--- src/rtl/obi_arb_pkg.sv ---
// Shared types and helpers for the two-master OBI arbiter.
// Latency: n/a (types and constant functions only).
// Backpressure: n/a.
package obi_arb_pkg;

    // Master identifier carried through the owner FIFO
    typedef logic mid_t;

    localparam mid_t M0_ID = 1'b0;
    localparam mid_t M1_ID = 1'b1;

    // Width needed to hold a count of 0..depth inclusive
    function automatic int cnt_width(input int depth);
        return $clog2(depth + 1);
    endfunction

endpackage

--- src/rtl/obi_id_fifo.sv ---
// Owner-tracking FIFO: records which master owns each outstanding transaction.
// Latency: push is visible at head the cycle after it is written; pop is immediate.
// Backpressure: none internally; the caller must not push when full or pop when empty.
// Ports: Clk/Rst (sync active-high), push/din write side, pop/head read side,
//        empty/full/count status.
module obi_id_fifo
    import obi_arb_pkg::*;
#(
    parameter int DEPTH = 2,
    localparam int CNT_W = cnt_width(DEPTH)
) (
    input  logic             Clk,
    input  logic             Rst,
    input  logic             push,
    input  logic             pop,
    input  mid_t             din,
    output mid_t             head,
    output logic             empty,
    output logic             full,
    output logic [CNT_W-1:0] count
);

    localparam int PTR_W = (DEPTH > 1) ? $clog2(DEPTH) : 1;

    mid_t             mem_q [DEPTH];
    mid_t             mem_d [DEPTH];
    logic [PTR_W-1:0] wr_ptr_q, wr_ptr_d;
    logic [PTR_W-1:0] rd_ptr_q, rd_ptr_d;
    logic [CNT_W-1:0] count_q, count_d;

    // Explicit wrap keeps DEPTH=1 safe; identical to natural wrap for powers of two
    function automatic logic [PTR_W-1:0] ptr_inc(input logic [PTR_W-1:0] p);
        return (p == PTR_W'(DEPTH - 1)) ? '0 : p + 1'b1;
    endfunction

    always_comb begin
        mem_d    = mem_q;
        wr_ptr_d = wr_ptr_q;
        rd_ptr_d = rd_ptr_q;
        count_d  = count_q;
        if (push) begin
            mem_d[wr_ptr_q] = din;
            wr_ptr_d        = ptr_inc(wr_ptr_q);
        end
        if (pop) begin
            rd_ptr_d = ptr_inc(rd_ptr_q);
        end
        case ({push, pop})
            2'b10:   count_d = count_q + 1'b1;
            2'b01:   count_d = count_q - 1'b1;
            default: count_d = count_q;
        endcase
    end

    always_ff @(posedge Clk) begin
        if (Rst) begin
            for (int i = 0; i < DEPTH; i++) mem_q[i] <= M0_ID;
            wr_ptr_q <= '0;
            rd_ptr_q <= '0;
            count_q  <= '0;
        end else begin
            mem_q    <= mem_d;
            wr_ptr_q <= wr_ptr_d;
            rd_ptr_q <= rd_ptr_d;
            count_q  <= count_d;
        end
    end

    assign head  = mem_q[rd_ptr_q];
    assign empty = (count_q == '0);
    assign full  = (count_q == CNT_W'(DEPTH));
    assign count = count_q;

endmodule

--- src/rtl/obi_arb2.sv ---
// Two-master to one-slave OBI arbiter with in-order response routing.
// Latency: zero-cycle combinational request/grant path; responses routed combinationally.
// Backpressure: s_req drops while OUTST_DEPTH transactions are outstanding; a stalled
//               address phase is locked to its master until the slave grants it.
// Ports: Clk/Rst (sync active-high); m0_*/m1_* master OBI ports; s_* slave OBI port;
//        outst_cnt debug count; rsp_err sticky flag for a response with nothing outstanding.
module obi_arb2
    import obi_arb_pkg::*;
#(
    parameter int ADDR_W      = 32,
    parameter int DATA_W      = 32,
    parameter int OUTST_DEPTH = 2,
    parameter bit FIXED_PRIO  = 1'b0,
    localparam int BE_W  = DATA_W / 8,
    localparam int CNT_W = cnt_width(OUTST_DEPTH)
) (
    input  logic              Clk,
    input  logic              Rst,
    input  logic              m0_req,
    output logic              m0_gnt,
    input  logic [ADDR_W-1:0] m0_addr,
    input  logic              m0_we,
    input  logic [BE_W-1:0]   m0_be,
    input  logic [DATA_W-1:0] m0_wdata,
    output logic              m0_rvalid,
    output logic [DATA_W-1:0] m0_rdata,
    input  logic              m1_req,
    output logic              m1_gnt,
    input  logic [ADDR_W-1:0] m1_addr,
    input  logic              m1_we,
    input  logic [BE_W-1:0]   m1_be,
    input  logic [DATA_W-1:0] m1_wdata,
    output logic              m1_rvalid,
    output logic [DATA_W-1:0] m1_rdata,
    output logic              s_req,
    input  logic              s_gnt,
    output logic [ADDR_W-1:0] s_addr,
    output logic              s_we,
    output logic [BE_W-1:0]   s_be,
    output logic [DATA_W-1:0] s_wdata,
    input  logic              s_rvalid,
    input  logic [DATA_W-1:0] s_rdata,
    output logic [CNT_W-1:0]  outst_cnt,
    output logic              rsp_err
);

    logic lock_q, lock_d;
    mid_t lock_id_q, lock_id_d;
    mid_t last_grant_q, last_grant_d;
    logic rsp_err_q, rsp_err_d;

    mid_t winner;
    logic hs;
    logic pop;
    logic fifo_empty;
    logic fifo_full;
    mid_t fifo_head;

    // Outputs are held quiet while reset is asserted
    assign s_req = (m0_req | m1_req) & ~fifo_full & ~Rst;
    assign hs    = s_req & s_gnt;
    assign pop   = s_rvalid & ~fifo_empty & ~Rst;

    always_comb begin
        winner = M0_ID;
        if (lock_q) begin
            winner = lock_id_q;
        end else if (m0_req && !m1_req) begin
            winner = M0_ID;
        end else if (m1_req && !m0_req) begin
            winner = M1_ID;
        end else if (m0_req && m1_req) begin
            winner = FIXED_PRIO ? M0_ID : ((last_grant_q == M0_ID) ? M1_ID : M0_ID);
        end
    end

    always_comb begin
        s_addr  = '0;
        s_we    = 1'b0;
        s_be    = '0;
        s_wdata = '0;
        if (s_req) begin
            if (winner == M1_ID) begin
                s_addr  = m1_addr;
                s_we    = m1_we;
                s_be    = m1_be;
                s_wdata = m1_wdata;
            end else begin
                s_addr  = m0_addr;
                s_we    = m0_we;
                s_be    = m0_be;
                s_wdata = m0_wdata;
            end
        end
    end

    assign m0_gnt = hs & (winner == M0_ID);
    assign m1_gnt = hs & (winner == M1_ID);

    assign m0_rvalid = pop & (fifo_head == M0_ID);
    assign m1_rvalid = pop & (fifo_head == M1_ID);
    assign m0_rdata  = s_rdata;
    assign m1_rdata  = s_rdata;

    // A stalled address phase pins the winner so the slave sees a stable request
    always_comb begin
        lock_d       = lock_q;
        lock_id_d    = lock_id_q;
        last_grant_d = last_grant_q;
        rsp_err_d    = rsp_err_q | (s_rvalid & fifo_empty);
        if (hs) begin
            lock_d       = 1'b0;
            last_grant_d = winner;
        end else if (s_req) begin
            lock_d    = 1'b1;
            lock_id_d = winner;
        end
    end

    always_ff @(posedge Clk) begin
        if (Rst) begin
            lock_q       <= 1'b0;
            lock_id_q    <= M0_ID;
            last_grant_q <= M1_ID;
            rsp_err_q    <= 1'b0;
        end else begin
            lock_q       <= lock_d;
            lock_id_q    <= lock_id_d;
            last_grant_q <= last_grant_d;
            rsp_err_q    <= rsp_err_d;
        end
    end

    assign rsp_err = rsp_err_q;

    obi_id_fifo #(
        .DEPTH (OUTST_DEPTH)
    ) u_id_fifo (
        .Clk   (Clk),
        .Rst   (Rst),
        .push  (hs),
        .pop   (pop),
        .din   (winner),
        .head  (fifo_head),
        .empty (fifo_empty),
        .full  (fifo_full),
        .count (outst_cnt)
    );

endmodule
--- config.mk ---
export PLATFORM = sky130hd
export DESIGN_NAME = obi_arb2
export DESIGN_NICKNAME = d
export VERILOG_FILES = /design/src/rtl/obi_arb_pkg.sv /design/src/rtl/obi_id_fifo.sv /design/src/rtl/obi_arb2.sv
export SDC_FILE = /design/constraint.sdc
export NUM_CORES = 1
export LEC_CHECK = 0
export BUFFER_PORTS_ARGS = -buffer_cell sky130_fd_sc_hd__clkbuf_2
export CORE_AREA = 4 4 122 124
export CTS_CLUSTER_DIAMETER = 60
export DETAILED_ROUTE_END_ITERATION = 6
export DIE_AREA = 0 0 126 128
export SYNTH_ARGS = -nofsm -noshare
export SYNTH_HDL_FRONTEND = slang
export SYNTH_SLANG_ARGS = --single-unit
--- constraint.sdc ---
create_clock -name Clk -period 2.5 [get_ports Clk]
set_input_delay 0.5 -clock Clk [delete_from_list [all_inputs] [get_ports Clk]]
set_output_delay 0.5 -clock Clk [all_outputs]
set_load 0.02 [all_outputs]
==> run summary <==
Top delay family on crit path - simple AND/OR/NAND/NOR gates
H-tree levels - 1
Yosys warns - 0
CTS max path bufs - 2
Global-route wire length before repair - 12790 um
Post-Synthesis Net Count - 525
Core region area - 13770 um^2
CP max-delay cell - or3_2
Finish-stage setup viols - 0
Post-DP HPWL - 7123 um
Total of max-cap violations - 0
Worst-margin pin slew - 0.4594 ns
Sw Pwr - 0.0004711 W
Leak pwr - 1.636 nW
Unique cell type count in the Yosys netlist - 26
Syn Area/Cell - 5.537 um^2
Num rows - 43
Reg2reg start - u_id_fifo.count[0]
Share of power burned in registers - 16.2%
DRC - 0
Crit path kind - reg2out
WL/cell - 13.11 um
Slew Viols, Final - 0
HP Start - rsp_err
#FFs+latches synth - 10
GRT overflow - 0
Worst path required time - 2.00 ns
Total power - 0.001138 W
Via Count - 2647
Fillers - 1620
Largest net degree at the start of global routing - 73
Clock Sinks - 10
Cts repair resizes - 0
Worst Path Buf+Inv - 2
CP max stage delay - 0.48 ns
Crit path launch type - flip-flop
Die Ht - 128 um
PortBufs - 220
Nets - 671
Outcome - completed
Final Hold Fails - 0
Placed instance count - 669
CTS tree - built
Post-synthesis sequential area ratio - 10.39%
Later-pin clock latency in the skew report - 0.23 ns
Clock skew - 0.002748 ns
Crit path cell chain - nor2b_2 -> or3_2 -> buf_12 -> a21oi_1 -> clkbuf_2
Peak supply drop - 0.3731 mV
Tot GR Track Use - 9.655%
Comb pwr share - 56.5%
Clk slew on worst S/H paths - 0.04 ns
RSZ-0062 raised after global routing - no
Initial DRC count - 103
CTS root buffer - clkbuf_16
Cell Int Power - 0.0006671 W
Die area - 16130 um^2
Postcts setup bufs - 0
Cts hold-fix bufs - 0
CP Capture Type - primary output
Cts bufs inserted - 3
Layout Utilization - 20.92%
Tmin final - 2.449 ns
Critical path arrival - 1.95 ns
Gpl congestion - 0.7903
Die width - 126 um
CP Launch Point - u_id_fifo.count[1]
Fmax - 408.4 MHz
Vias in the first global route - 2375
Setup TNS - 0 ns
Synthesized instance count - 348
Clk pwr share - 27.3%
CP Max Fanout - 72
Layout cell share with drive strength beyond 1 - 48.48%
Final ANT Viol Nets - 0
Worst hold path type - reg2reg
1st-pass router iterations - 4
Initial Utilization - 13.99%
N_diodes - 0
Sw Ratio - 41.39%
Slew Limit Headroom - 69.05%
Routed vias/inst - 3.933
IO Pins - 317
Area Growth Syn to Fin - 49.55%
Final wirelength - 8820 um
Final non-filler cell total - 673
Initial antenna violation count - 0
PD cells - 395.0 nW/um^2
Final Cycle Share - 97.95%
Mapped cell area - 1927 um^2
-- worst min-delay path: cells and delay by family (launching register included) --
family | cells | cell delay, ns
AO/OA/AOI/OAI | 1 | 0.04
AND/OR/NAND/NOR | 1 | 0.07
flip-flops | 1 | 0.32
-- cells in the mapped netlist (all sizes together) --
| cell type | n | share of area, % |
|---|---|---|
| a21oi | 73 | 19 |
| a22o | 1 | 0.45 |
| a22oi | 1 | 0.65 |
| a311oi | 2 | 0.91 |
| and2 | 2 | 0.65 |
| buf | 72 | 27 |
| clkbuf | 16 | 3.1 |
| dfxtp | 10 | 10 |
| ha | 1 | 0.65 |
| inv | 4 | 0.78 |
| mux2i | 1 | 0.52 |
| nand2 | 139 | 27 |
| nor2 | 10 | 1.9 |
| nor2b | 2 | 0.78 |
| nor3 | 1 | 0.26 |
| nor4b | 1 | 1.2 |
| o21ai | 4 | 1.0 |
| o21bai | 1 | 0.58 |
| o311a | 1 | 0.52 |
| or3 | 2 | 0.65 |
| xnor2 | 2 | 0.91 |
| xor2 | 2 | 0.91 |
-- placed cells by master (no fill, tap or decap) --
cell type  netlist  final
o21ai_0          4      4
buf_4           64      5
mux2i_1          1      1
or3_1            2      1
ha_1             1      1
nor2b_2          1      1
xor2_1           2      2
and2_1           2      2
nor2_1          10     10
xnor2_1          2      2
nor4b_4          1      1
buf_12           0      4
nor3_1           1      1
a21oi_1         73     73
a311oi_1         2      2
or3_2            0      1
inv_1            4      4
dfxtp_1         10     10
o311a_1          1      1
nor2b_1          1      1
o21bai_2         1      1
a22oi_2          1      1
clkbuf_8         0      1
clkbuf_16        0      3
a22o_2           0      1
nand2_1        139    139
clkbuf_2         0    220
-- layout make-up --
class | instances | area, um^2 | share of cell area (%)
Clock buffer | 4 | 88.84 | 3.083
Tap cell | 180 | 225.2 | 7.816
Inverter | 4 | 15.01 | 0.5211
Multi-Input combinational cell | 246 | 1134 | 39.34
Timing Repair Buffer | 229 | 1219 | 42.29
Sequential cell | 10 | 200.2 | 6.947
-- flip-flops by register name (all words and copies together) (netlist names) --
name	cells
last_grant_q	1
lock_id_q	1
lock_q	1
rsp_err	1
u_id_fifo.count	2
u_id_fifo.mem_q	2
u_id_fifo.rd_ptr_q	1
u_id_fifo.wr_ptr_q	1
-- worst paths after layout --
kind                         to  slack [ns]  cells past startpoint
max reg2reg  u_id_fifo.count[1]        0.59                      6
min reg2reg             rsp_err        0.47                      2
max                        s_we        0.05                      5
min                     rsp_err        0.47                      2
-- routing by layer --
metal	up-vias	part of all wire (%)	track usage, %
met3	30	13	3.875
met2	154	45	14.93
li1	1343	-	-
met1	1120	39	12.23
met5	-	0	0
met4	0	3.2	3.281
-- through the flow --
step	hold slack (ns)	setup slack (ns)	area, um^2
floorplan	0.4832	0.3248	1927
global placement	0.4647	0.1901	2793
detailed placement	0.4715	0.1721	2793
global route	0.4999	0.02256	2882
finish	0.4721	0.05132	2882
CTS	0.4804	0.1193	2882
-- kinds of logic after synthesis --
| family | count (synthesis) | synth area share (%) |
|---|---|---|
| fa+ha+maj | 1 | 0.6492 |
| xor+xnor | 4 | 1.819 |
| flops | 10 | 10.39 |
| mux | 1 | 0.5195 |
| compound gates | 83 | 23.12 |
| buf+inv | 92 | 30.91 |
| simple gates | 157 | 32.60 |
-- power by group through the flow --
| stage | clock [W] | sequential [W] | combinational (W) |
|---|---|---|---|
| floorplan | 0 | 0.000195 | 0.000506 |
| global placement | 0 | 0.000187 | 0.000651 |
| detailed placement | 0 | 0.000187 | 0.000652 |
| CTS | 0.000316 | 0.000184 | 0.000655 |
| global route | 0.000333 | 0.000185 | 0.000708 |
| finish | 0.000311 | 0.000184 | 0.000643 |
No activity file was read; power rests on OpenSTA's default activity.
